**config.mk**
```make
export PLATFORM = sky130hd
export DESIGN_NAME = param_piso_serializer
export DESIGN_NICKNAME = d
export VERILOG_FILES = /design/src/rtl/param_piso_serializer.sv
export SDC_FILE = /design/constraint.sdc
export NUM_CORES = 1
export LEC_CHECK = 0
export ABC_CLOCK_PERIOD_IN_PS = 4900
export CAP_MARGIN = 0
export CORE_AREA = 2 2 75 59
export CTS_CLUSTER_SIZE = 28
export DETAILED_ROUTE_END_ITERATION = 7
export DIE_AREA = 0 0 77 61
export GPL_ROUTABILITY_DRIVEN = 1
export HOLD_SLACK_MARGIN = 0.1
export PLACE_DENSITY = 0.73
export SLEW_MARGIN = 20
export SYNTH_ARGS = -nofsm -noshare
export SYNTH_HDL_FRONTEND = slang
export SYNTH_SLANG_ARGS = --single-unit
export TNS_END_PERCENT = 5
```
**constraint.sdc**
```tcl
create_clock -name clock -period 4.9 [get_ports clock]
set_input_delay 0.735 -clock clock [delete_from_list [all_inputs] [get_ports clock]]
set_output_delay 0.735 -clock clock [all_outputs]
set_load 0.02 [all_outputs]
```
**src/rtl/param_piso_serializer.sv**
```systemverilog
// Parallel-in/serial-out serializer with a one-entry holding buffer so the next
// word can be accepted while the current one shifts; shifting is gated by ss_n.
module param_piso_serializer #(
   parameter int WIDTH      = 16,
   parameter bit MSB_FIRST  = 1'b0,
   parameter bit IDLE_LEVEL = 1'b0
) (
   input  logic             clock,
   input  logic             resetn,
   input  logic             load_valid,
   output logic             load_ready,
   input  logic [WIDTH-1:0] data_in,
   input  logic             ss_n,
   output logic             serial_out,
   output logic             serial_valid,
   output logic             word_done,
   output logic             busy,
   output logic [1:0]       state_dbg
);

   localparam int            CW       = $clog2(WIDTH);
   localparam logic [CW-1:0] LAST_CNT = CW'(WIDTH - 1);

   typedef enum logic [1:0] {
      ST_IDLE = 2'b00,
      ST_LOAD = 2'b01,
      ST_WAIT = 2'b10,
      ST_SEND = 2'b11
   } state_t;

   state_t           state_q,     state_d;
   logic             hold_full_q, hold_full_d;
   logic [WIDTH-1:0] hold_q,      hold_d;
   logic [WIDTH-1:0] shift_q,     shift_d;
   logic [CW-1:0]    cnt_q,       cnt_d;
   logic             word_done_q, word_done_d;

   logic             shift_en;
   logic             out_bit;
   logic [WIDTH-1:0] shifted;

   // The bit on the line is always the one nearest the output end of the register.
   assign out_bit = MSB_FIRST ? shift_q[WIDTH-1] : shift_q[0];
   assign shifted = MSB_FIRST ? {shift_q[WIDTH-2:0], 1'b0} : {1'b0, shift_q[WIDTH-1:1]};

   assign shift_en     = (state_q == ST_SEND) && !ss_n;
   assign serial_valid = shift_en;
   assign serial_out   = shift_en ? out_bit : IDLE_LEVEL;
   assign load_ready   = !hold_full_q;
   assign word_done    = word_done_q;
   assign busy         = (state_q != ST_IDLE) || hold_full_q;
   assign state_dbg    = state_q;

   always_comb begin
      state_d     = state_q;
      hold_full_d = hold_full_q;
      hold_d      = hold_q;
      shift_d     = shift_q;
      cnt_d       = cnt_q;
      word_done_d = 1'b0;

      // Only an empty buffer can accept, so this never collides with the LOAD clear.
      if (load_valid && !hold_full_q) begin
         hold_full_d = 1'b1;
         hold_d      = data_in;
      end

      case (state_q)
         ST_IDLE: begin
            if (hold_full_q) begin
               state_d = ST_LOAD;
            end
         end
         ST_LOAD: begin
            shift_d     = hold_q;
            cnt_d       = '0;
            hold_full_d = 1'b0;
            state_d     = ST_WAIT;
         end
         ST_WAIT: begin
            if (!ss_n) begin
               state_d = ST_SEND;
            end
         end
         ST_SEND: begin
            if (shift_en) begin
               shift_d = shifted;
               cnt_d   = cnt_q + 1'b1;
               if (cnt_q == LAST_CNT) begin
                  word_done_d = 1'b1;
                  state_d     = hold_full_q ? ST_LOAD : ST_IDLE;
               end
            end
         end
         default: state_d = ST_IDLE;
      endcase
   end

   always_ff @(posedge clock or negedge resetn) begin
      if (!resetn) begin
         state_q     <= ST_IDLE;
         hold_full_q <= 1'b0;
         hold_q      <= '0;
         shift_q     <= '0;
         cnt_q       <= '0;
         word_done_q <= 1'b0;
      end else begin
         state_q     <= state_d;
         hold_full_q <= hold_full_d;
         hold_q      <= hold_d;
         shift_q     <= shift_d;
         cnt_q       <= cnt_d;
         word_done_q <= word_done_d;
      end
   end

endmodule

```
Word level (Yosys, flattened, before mapping)

Index checks and enable logic that the tools add are counted.

Word-level logic and storage cells: 42
Bits of input ports: 20
Flip-flop bits (word level): 40
Output and inout port bits: 7

Multiplexer cells: 16
Reductions and logical operators: 11
Equal/unequal tests: 8
Add/subtract/negate cells: 1

Operators with widths:

| operator                                                                | number |
|---|---|
| 16-bit case mux with 2 select lines                                     | 1 |
| 16-bit 2-to-1 mux                                                       | 1 |
| 2-bit 2-to-1 mux                                                        | 4 |
| 2-bit case mux with 4 select lines                                      | 1 |
| 4-bit case mux with 2 select lines                                      | 1 |
| 1-bit 2-to-1 mux                                                        | 7 |
| 2-bit inequality test, second input constant                            | 3 |
| 2-bit nonzero test                                                      | 3 |
| 4-bit by 1-bit adder with 4-bit output, second input constant           | 1 |
| 2-bit == test, second input constant                                    | 2 |
| 4-bit == test, second input constant                                    | 1 |
| 4-bit 2-to-1 mux                                                        | 1 |
| 4-bit AND reduction                                                     | 1 |
| 2-bit by 1-bit == test with 1-bit output, second input constant         | 1 |
| 1-bit logical AND                                                       | 2 |
| 1-bit logical NOT                                                       | 2 |
| 2-bit logical NOT                                                       | 1 |
| 2-bit by 1-bit inequality test with 1-bit output, second input constant | 1 |
| 2-bit AND reduction                                                     | 1 |
| 1-bit logical OR                                                        | 1 |

Logic depth before layout (Yosys ltp)

Gate-level depths: netlist of the first run.

Depth in word-level cells: 4
Depth in mapped cells: 6
Mapped depth without buffers: 5

Worst setup path after synthesis of the first run

Ideal clock, no wire load.

Path kind: register -> output
From: reg state_q[1], in the netlist state_dbg[1]
To: out serial_out
Required time: 4.165 ns
Setup slack: 2.639 ns
Buffers on the path: 2
Data arrival time: 1.526 ns
Cell stages (with the launch flop): 6
Path through: dfrtp_1 -> ha_1 -> buf_6 -> buf_6 -> and2b_1 -> and2_1

Longest elaborated chain between the ends: 3

Ends and longest elaborated chain:

| what                   | line | source |
|---|---|---|
| start, declared        | 31   | `state_t state_q, state_d;` |
| start signal, assigned | 108  | `state_q <= state_d;` |
| 2-bit == test          | 46   | `assign shift_en = (state_q == ST_SEND) && !ss_n;` |
| 1-bit logical AND      | 46   |  |
| named net serial_valid | 15   | `output logic serial_valid,` |
| 1-bit 2-to-1 mux       | 48   | `assign serial_out = shift_en ? out_bit : IDLE_LEVEL;` |
| end, declared          | 14   | `output logic serial_out,` |

The timed path passes the listed nets, and every way through them passes these cells.

Final worst setup path of the first run

From: in ss_n
To: out serial_out

Longest elaborated chain between the ends: 3

Ends and longest elaborated chain:

| what              | line | source |
|---|---|---|
| start, declared   | 13   | `input logic ss_n,` |
| 1-bit logical NOT | -    |  |
| 1-bit logical AND | 46   |  |
| 1-bit 2-to-1 mux  | 48   |  |

No other way between the ends.

==> impl_metrics.py, run 1 <==
metrics = {
    "sta": {
        "relSlewSlack_pct": 42.32,
        "slew_viol_final": 0,
        "timing.final.crit_share_pct": 62.66,
        "fin_skew_ns": 0.003862,
        "layout_setup_ws_ns": 1.830,
        "setup_viol": 0,
        "timing.fmax_ghz": 0.3257,
        "period_minus_slack_ns": 3.070,
        "setup_tns_ns": 0,
        "tightest_slew_ns": 0.8652,
        "final_hold_viol_count": 0,
        "grt_setup_unrepaired": "no",
    },
    "critical_path": {
        "crit_end": "serial_out",
        "cp-end-kind": "output port",
        "cp_max_fo": 7,
        "worstSetupStartpointType": "input port",
        "crit_start": "ss_n",
        "cp.required_ns": 4.16,
        "reg2regPathDepth": 5,
        "regToRegEndpoint": "shift_q[0]$_DFFE_PN0P_",
        "critical_path_class": "in2out",
        "r2r-start": "state_dbg[1]$_DFFE_PN0P_",
        "r2r_setup_slack_ns": 2.94,
        "arrival_ns": 2.34,
    },
    "worst_hold_path": {
        "hold_path.class": "reg2reg",
        "hp-start": "shift_q[2]$_DFFE_PN0P_",
    },
    "global_route": {
        "grt_overflow": 0,
        "track_usage_pct": 15.94,
        "grt_pass1_vias": 1156,
        "antenna_found_initial": 0,
        "grt_pass1_wl_um": 5637,
        "grt_max_degree": 41,
    },
    "die": {
        "die_h_um": 61,
        "fp.dieW_um": 77,
        "start_util_pct": 48.92,
        "dieArea_mm2": 0.004697,
        "core-area_mm2": 0.003954,
        "io_pins": 27,
        "rows": 20,
    },
    "routing": {
        "ant_nets": 0,
        "num_vias": 1102,
        "wl_per_cell_um": 14.59,
        "drc": 0,
        "dr.pass1.iters": 4,
        "dr.first_iter.drc_count": 61,
        "drt_wl_total_um": 3225,
        "viasPerCell": 4.986,
    },
    "logic_synthesis": {
        "ys_warn_count": 0,
        "synth_top_area_cell": "dfrtp_1",
        "synth_edf_count": 0,
        "postSynthAreaPerCell_um2": 14.22,
        "syn_nets": 162,
        "ys_types": 28,
        "async_flop_share_pct": 100.0,
        "synth_cells": 136,
        "synth_area_leaders": "dfrtp_1, mux2_2, ha_1",
        "synth_common_cells": "mux2_2, dfrtp_1, ha_1, inv_1, nor2_1",
        "synth-main-ff-cell": "dfrtp_1",
        "synth_top_area_share_pct": 51.75,
        "yosysMostFrequentCell": "mux2_2",
        "ys_ff_latch": 40,
        "synth-seq-area-share_pct": 51.75,
        "synth_area_mm2": 0.001934,
    },
    "final_layout": {
        "nFillCells": 329,
        "syn_to_final_growth_pct": 20.12,
        "drive_gt1_share_pct": 37.35,
        "finalNetCount": 191,
        "diodes": 0,
    },
    "clock_tree": {
        "htreeDepth": 2,
        "cts_tree": "done",
        "cts-root-buf": "clkbuf_8",
        "clk_pin_slew_ns": 0.08,
        "cts.sinks": 40,
        "cts_resized": 0,
        "clockBufferDepth": 2,
        "cts_setup_buffers": 0,
        "numCtsBuffers": 5,
        "cts_hold_buf": 0,
        "clkLatencyLatePin_ns": 0.29,
    },
    "power": {
        "powerDensity_mw_per_mm2": 673.8,
        "p_leak_nw": 1.002,
        "vdd_drop_max_v": 0.0003710,
    },
    "placement": {
        "gp_congestion": 0.7778,
        "place.detailed.hpwl_um": 2248,
        "numPortBuffers": 26,
        "pre_cts_ws_ns": 1.827,
    },
    "run_status": {
        "status": "finished clean",
    },
    "run": {
        "cap_viol_max_count": 0,
    },
}
[worst min-delay path by stage]
stage                                    endpoint  depth (start not counted)
after floorplan              cnt_q[0]$_DFFE_PN0P_                          0
after global placement     shift_q[8]$_DFFE_PN0P_                          1
after detailed placement  shift_q[13]$_DFFE_PN0P_                          1
after CTS                  shift_q[9]$_DFFE_PN0P_                          1
after global routing       shift_q[2]$_DFFE_PN0P_                          1
final                      shift_q[2]$_DFFE_PN0P_                          1
[layout make-up]
cell class	count	area, µm²	share of cell area, %
Tap cell	55	68.82	2.962
Sequential cell	40	1001	43.08
Timing Repair Buffer	28	270.3	11.63
Clock inverter	2	35.03	1.508
Inverter	6	22.52	0.9693
Clock buffer	6	72.57	3.123
Multi-Input combinational cell	84	853.3	36.73
[power by group]
group / internal, mW / leakage [nW] / switching, mW
Combinational: 0.414 / 0.468 / 0.288
Sequential: 0.497 / 0.479 / 0.102
Clock: 0.151 / 0.0552 / 0.113
Total: 1.06 / 1.00 / 0.503
[logic make-up (layout without fill, tap and decap cells)]
family	after synthesis	count (layout)	synth area share, %
mux	48	48	28.07
simple gates	18	18	6.144
buf+inv	12	42	4.139
fa+ha+maj	6	6	3.881
compound gates	10	10	5.110
flops	40	40	51.75
xor+xnor	2	2	0.9057
[per-layer routing]
layer	up-vias	track usage (%)	wire length, µm
li1	527	-	-
met1	544	20.11	1541
met4	0	6.378	48
met3	5	4.911	160
met2	26	26.44	1474
met5	-	0	0
[worst max-delay path, stage by stage]
cell and delay, ns:
clkdlybuf4s50_1 0.54, and2b_1 0.32, and2_1 0.14, clkdlybuf4s50_1 0.60
[per-stage QoR]
stage,power [mW],cell area (µm²),utilization (%),instances,hold slack [ns]
2_1_floorplan,1.179,1934,-,136,0.4394
3_3_place_gp,1.277,2216,56.04,213,0.4851
5_1_grt,1.685,2323,58.77,221,0.5193
6_report,1.566,2323,58.77,221,0.5079
4_1_cts,1.587,2323,58.77,221,0.5111
3_5_place_dp,1.318,2216,56.04,213,0.4918
[registers in the layout (all words and copies together) (netlist names)]
| name | count |
|---|---|
| hold_q | 16 |
| state_dbg | 2 |
| word_done | 1 |
| hold_full_q | 1 |
| shift_q | 16 |
| cnt_q | 4 |
[cell usage in the layout, fill, tap and decap left out, drive strengths merged]
| cell | netlist | final |
|---|---|---|
| nand4b | 2 | 2 |
| clkinv | 0 | 1 |
| o21ai | 3 | 3 |
| clkbuf | 0 | 6 |
| buf | 6 | 3 |
| o22ai | 1 | 1 |
| inv | 6 | 6 |
| mux2i | 1 | 1 |
| a211oi | 2 | 2 |
| ha | 6 | 6 |
| clkdlybuf4s50 | 0 | 25 |
| a2111oi | 1 | 1 |
| nor2b | 2 | 2 |
| dfrtp | 40 | 40 |
| a21oi | 2 | 2 |
| mux2 | 47 | 47 |
| nand2 | 3 | 3 |
| and2b | 2 | 2 |
| xnor2 | 1 | 1 |
| nor2 | 6 | 6 |
| a2bb2oi | 1 | 1 |
| xor2 | 1 | 1 |
| and2 | 2 | 2 |
| nand3 | 1 | 1 |
| bufinv | 0 | 1 |
Power figures use the tool's default switching activity.
==> run 2, diff against run 1 <==
--- a/config.mk
+++ b/config.mk
@@ -5,12 +5,12 @@
 export SDC_FILE = /design/constraint.sdc
 export NUM_CORES = 1
 export LEC_CHECK = 0
-export ABC_CLOCK_PERIOD_IN_PS = 4900
+export ABC_CLOCK_PERIOD_IN_PS = 2700
 export CAP_MARGIN = 0
-export CORE_AREA = 2 2 75 59
+export CORE_AREA = 2 2 77 60
 export CTS_CLUSTER_SIZE = 28
 export DETAILED_ROUTE_END_ITERATION = 7
-export DIE_AREA = 0 0 77 61
+export DIE_AREA = 0 0 79 62
 export GPL_ROUTABILITY_DRIVEN = 1
 export HOLD_SLACK_MARGIN = 0.1
 export PLACE_DENSITY = 0.73
==> constraint.sdc (replaced) <==
create_clock -name clock -period 2.7 [get_ports clock]
set_input_delay 0.405 -clock clock [delete_from_list [all_inputs] [get_ports clock]]
set_output_delay 0.405 -clock clock [all_outputs]
set_load 0.02 [all_outputs]
==> run 2 against run 1 <==
Compared with the run above:
- clock-buffer cell count decreased by 1
- die area increased by 4.3%
- worst setup slack got worse by 1.5 ns
- cell count increased by 0.45%
- critical path depth increased by 1
- clock skew decreased by 0.00071 ns
- total power increased by 73%
- via count increased by 2.1%
- utilization decreased by 4.7 points
- sequential power increased by 80%
- wire length decreased by 4.0%
- sequential share of layout area increased by 0.40 points
- largest cell class unchanged
- highest routed layer unchanged
==> impl_metrics.py, run 2 (same netlist as run 1, synthesis figures left out) <==
metrics = {
    "routing": {
        "dr.first_iter.drc_count": 45,
        "num_vias": 1125,
        "viasPerCell": 5.068,
        "ant_nets": 0,
        "dr.pass1.iters": 3,
        "drc": 0,
        "wl_per_cell_um": 13.94,
        "drt_wl_total_um": 3095,
    },
    "run": {
        "cap_viol_max_count": 0,
    },
    "sta": {
        "period_minus_slack_ns": 2.360,
        "setup_tns_ns": 0,
        "setup_viol": 0,
        "timing.fmax_ghz": 0.4238,
        "tightest_slew_ns": 0.8794,
        "grt_setup_unrepaired": "no",
        "fin_skew_ns": 0.003150,
        "final_hold_viol_count": 0,
        "slew_viol_final": 0,
        "timing.final.crit_share_pct": 87.39,
        "relSlewSlack_pct": 41.37,
    },
    "worst_hold_path": {
        "hold_path.class": "in2async",
    },
    "die": {
        "core-area_mm2": 0.004257,
        "rows": 21,
        "dieArea_mm2": 0.004898,
        "io_pins": 27,
        "fp.dieW_um": 79,
        "start_util_pct": 45.44,
        "die_h_um": 62,
    },
    "global_route": {
        "grt_overflow": 0,
        "grt_pass1_wl_um": 5444,
        "antenna_found_initial": 0,
        "track_usage_pct": 14.90,
        "grt_pass1_vias": 1196,
        "grt_max_degree": 41,
    },
    "power": {
        "power_frac_seq_pct": 39.9,
        "p_leak_nw": 0.9928,
        "switching_share_pct": 32.30,
        "pwr-share-clk_pct": 12.9,
        "power_switching_mw": 0.8752,
        "combPwrFrac_pct": 47.2,
        "intPower_mw": 1.834,
        "vdd_drop_max_v": 0.0004606,
        "powerDensity_mw_per_mm2": 1177,
    },
    "critical_path": {
        "slowest_delay_ns": 0.54,
        "cp_num_buf_inv": 3,
        "cp_max_fo": 5,
        "critical_path_class": "reg2out",
        "cp_common_cell": "inv_1",
        "r2r_setup_slack_ns": 0.75,
        "cp_slowest_cell": "clkdlybuf4s50_1",
        "cp-end-kind": "output port",
        "arrival_ns": 1.95,
        "worstSetupStartpointType": "register",
        "crit_family": "buffers and inverters",
        "worstPathCellList": "inv_1 > ha_1 > nor2b_1 > inv_1 > clkdlybuf4s50_1",
        "cp.required_ns": 2.30,
    },
    "final_layout": {
        "diodes": 0,
        "syn_to_final_growth_pct": 19.02,
        "reg.largest.list": "hold_q (16), shift_q (16), cnt_q (4)",
        "finalNetCount": 193,
        "final_common_cell": "mux2_2",
        "drive_gt1_share_pct": 37.58,
        "layout_common_cells": "mux2_2, dfrtp_1, clkdlybuf4s50_1",
        "finalCoreUtilization_pct": 54.09,
    },
    "placement": {
        "numPortBuffers": 26,
        "place.detailed.hpwl_um": 2227,
        "gp_congestion": 0.7748,
    },
    "clock_tree": {
        "clockBufferDepth": 2,
        "numCtsBuffers": 5,
        "cts_tree": "done",
        "cts_setup_buffers": 0,
        "cts_resized": 0,
        "cts_hold_buf": 0,
        "clk_pin_slew_ns": 0.07,
        "cts.sinks": 40,
        "cts-root-buf": "clkbuf_8",
        "htreeDepth": 2,
        "clkLatencyLatePin_ns": 0.28,
    },
    "run_status": {
        "status": "finished clean",
    },
}
run 2: cell count changes in the layout (fill, tap and decap cells not counted):
cell       before  now
buf_4           2    4
bufinv_16       1    0
clkinv_2        1    0
clkbuf_1        1    0
run 2: power by group through the flow:
stage / registers, mW / clock network [mW] / logic (mW)
floorplan: 1.05 / 0 / 1.08
global placement: 1.08 / 0 / 1.25
detailed placement: 1.10 / 0 / 1.29
CTS: 1.09 / 0.367 / 1.31
global route: 1.13 / 0.401 / 1.40
finish: 1.08 / 0.350 / 1.28
run 2: layout make-up:
class	instances	area [µm²]
clock buffer	5	68.82
fill	372	1954
inverter	6	22.52
multi-input combinational	84	853.3
sequential	40	1001
tap	57	71.32
timing repair buffer	30	285.3
run 2: final timing paths:
| check | cells past startpoint | end | startpoint |
|---|---|---|---|
| min reg2reg | 1 | shift_q[0]$_DFFE_PN0P_ | shift_q[0]$_DFFE_PN0P_ |
| max reg2reg | 5 | shift_q[12]$_DFFE_PN0P_ | state_dbg[1]$_DFFE_PN0P_ |
| max in group asynchronous | 1 | shift_q[9]$_DFFE_PN0P_ | resetn |
| min | 1 | hold_q[2]$_DFFE_PN0P_ | resetn |
| max | 5 | busy | state_dbg[0]$_DFFE_PN0P_ |
| min in group clock | 1 | shift_q[0]$_DFFE_PN0P_ | shift_q[0]$_DFFE_PN0P_ |
run 2: stage by stage:
stage	instance area, µm²	setup WS [ns]	std cells	hold slack (ns)	total power, mW
global placement	2233	0.5112	217	0.4845	2.328
floorplan	1934	0.7690	136	0.1094	2.139
detailed placement	2233	0.4839	217	0.4881	2.395
global route	2302	0.2142	222	0.3184	2.926
CTS	2302	0.3129	222	0.2565	2.763
finish	2302	0.3405	222	0.2277	2.710
run 2: metal layers:
metal	routed length [µm]	GRT usage (%)	vias to the layer above
li1	-	-	531
met1	1393	17.71	570
met2	1540	26.15	19
met3	122	4.480	5
met4	39	5.911	0
met5	0	0	-
==> run 3, diff against run 2 <==
--- a/config.mk
+++ b/config.mk
@@ -7,13 +7,13 @@
 export LEC_CHECK = 0
 export ABC_CLOCK_PERIOD_IN_PS = 2700
 export CAP_MARGIN = 0
-export CORE_AREA = 2 2 77 60
+export CORE_AREA = 2 2 79 62
 export CTS_CLUSTER_SIZE = 28
 export DETAILED_ROUTE_END_ITERATION = 7
-export DIE_AREA = 0 0 79 62
+export DIE_AREA = 0 0 81 64
 export GPL_ROUTABILITY_DRIVEN = 1
 export HOLD_SLACK_MARGIN = 0.1
-export PLACE_DENSITY = 0.73
+export PLACE_DENSITY = 0.68
 export SLEW_MARGIN = 20
 export SYNTH_ARGS = -nofsm -noshare
 export SYNTH_HDL_FRONTEND = slang
==> run 3 against run 2 <==
Compared with the run above:
- flip-flop and latch count stayed put
- cell count is 1.8% higher
- worst setup slack worse by 0.021 ns
- global-route usage is 0.12 points lower
- register-to-register slack hardly changed
- fmax is 0.89% lower
- first-iteration DRC count is 20% lower
- total power is 2.7% higher
- final area is 1.3% higher
==> impl_metrics.py, run 3 (same netlist as run 1, synthesis figures left out) <==
metrics = {
    "final_layout": {
        "syn_to_final_growth_pct": 20.50,
        "layout_common_cells": "mux2_2, dfrtp_1, clkdlybuf4s50_1",
        "final_common_cell": "mux2_2",
        "diodes": 0,
        "nFillCells": 392,
        "seq_area_mm2": 0.001001,
        "finalNetCount": 194,
        "multi_input_area_um2": 853.3,
        "reg.largest.list": "hold_q (16), shift_q (16), cnt_q (4)",
        "drive_gt1_share_pct": 37.87,
        "final_area_mm2": 0.002331,
    },
    "sta": {
        "slew_viol_final": 0,
        "fin_skew_ns": 0.005883,
        "setup_tns_ns": 0,
        "final_hold_viol_count": 0,
        "layout_setup_ws_ns": 0.3193,
        "grt_setup_unrepaired": "no",
        "timing.fmax_ghz": 0.4200,
        "timing.final.crit_share_pct": 88.17,
        "setup_viol": 0,
        "tightest_slew_ns": 0.8663,
        "relSlewSlack_pct": 42.25,
        "period_minus_slack_ns": 2.381,
        "whs_ns": 0.2191,
    },
    "routing": {
        "top_layer_used": "met4",
        "viasPerCell": 5.004,
        "dr.pass1.iters": 2,
        "ant_nets": 0,
        "drc": 0,
        "route.met3.wl_um": 142,
        "met2_length_um": 1568,
        "num_vias": 1131,
        "met1Wirelength_um": 1433,
        "drt_wl_total_um": 3218,
        "dr.first_iter.drc_count": 36,
        "wl_per_cell_um": 14.24,
    },
    "run_status": {
        "status": "finished clean",
    },
    "critical_path": {
        "crit_end": "busy",
        "crit_start": "state_dbg[0]$_DFFE_PN0P_",
        "r2r_setup_slack_ns": 0.74,
        "regToRegEndpoint": "shift_q[10]$_DFFE_PN0P_",
        "cp-end-kind": "output port",
        "cp_max_fo": 5,
        "r2r-start": "state_dbg[1]$_DFFE_PN0P_",
        "worstSetupStartpointType": "register",
        "cp.required_ns": 2.30,
        "arrival_ns": 1.98,
        "reg2regPathDepth": 5,
        "critical_path_class": "reg2out",
    },
    "global_route": {
        "grt_pass1_vias": 1214,
        "grt_max_degree": 41,
        "grt_overflow": 0,
        "antenna_found_initial": 0,
        "track_usage_pct": 14.78,
        "grt_pass1_wl_um": 5678,
    },
    "die": {
        "fp.dieW_um": 81,
        "dieArea_mm2": 0.005184,
        "rows": 21,
        "start_util_pct": 44.35,
        "io_pins": 27,
        "core-area_mm2": 0.004362,
        "die_h_um": 64,
    },
    "placement": {
        "place.detailed.hpwl_um": 2313,
        "numPortBuffers": 26,
        "gp_congestion": 0.7336,
        "pre_cts_ws_ns": 0.4490,
        "placed_area_mm2": 0.002241,
    },
    "clock_tree": {
        "clockBufferDepth": 2,
        "clk_pin_slew_ns": 0.07,
        "cts_resized": 0,
        "cts-root-buf": "clkbuf_8",
        "clkLatencyLatePin_ns": 0.29,
        "cts_tree": "done",
        "cts.sinks": 40,
        "htreeDepth": 2,
        "cts_setup_buffers": 0,
        "numCtsBuffers": 5,
        "cts_hold_buf": 0,
    },
    "power": {
        "vdd_drop_max_v": 0.0005060,
        "total_power_mw": 2.783,
        "powerDensity_mw_per_mm2": 1194,
        "p_leak_nw": 1.008,
    },
    "run": {
        "cap_viol_max_count": 0,
    },
    "worst_hold_path": {
        "hold_path.class": "in2async",
    },
}
-- run 3: final cells by class --
type	count	share of cell area, %
sequential	40	42.94
multi-input combinational	84	36.61
timing repair buffer	31	12.56
clock buffer	8	3.865
tap	57	3.060
inverter	6	0.9662
-- run 3: routing by layer --
layer | global-route usage, % | up-vias
li1 | - | 543
met1 | 18.42 | 561
met2 | 23.14 | 19
met3 | 4.379 | 8
met4 | 7.627 | 0
met5 | 0 | -
-- run 3: where the power goes --
group / internal (mW) / switching, mW
sequential: 0.903 / 0.180
clock: 0.208 / 0.198
combinational: 0.768 / 0.526
-- run 3: worst min-delay path by stage --
stage | startpoint | end | slack [ns] | cells after the start
finish | resetn | word_done$_DFF_PN0_ | 0.22 | 1
global route | resetn | shift_q[7]$_DFFE_PN0P_ | 0.31 | 1
CTS | resetn | word_done$_DFF_PN0_ | 0.26 | 1
detailed placement | shift_q[2]$_DFFE_PN0P_ | shift_q[2]$_DFFE_PN0P_ | 0.49 | 1
global placement | shift_q[13]$_DFFE_PN0P_ | shift_q[13]$_DFFE_PN0P_ | 0.48 | 1
floorplan | resetn | cnt_q[0]$_DFFE_PN0P_ | 0.11 | 0
-- run 3: worst max-delay path, stage by stage (launching register included) --
cell	delay (ns)
dfrtp_1	0.44
inv_1	0.14
ha_1	0.15
nor2b_1	0.33
inv_1	0.08
clkdlybuf4s50_1	0.54
-- run 3: through the flow --
stage / instances / utilization, %
2_1_floorplan: 136 / -
3_3_place_gp: 218 / 51.38
3_5_place_dp: 218 / 51.38
4_1_cts: 226 / 53.44
5_1_grt: 226 / 53.44
6_report: 226 / 53.44
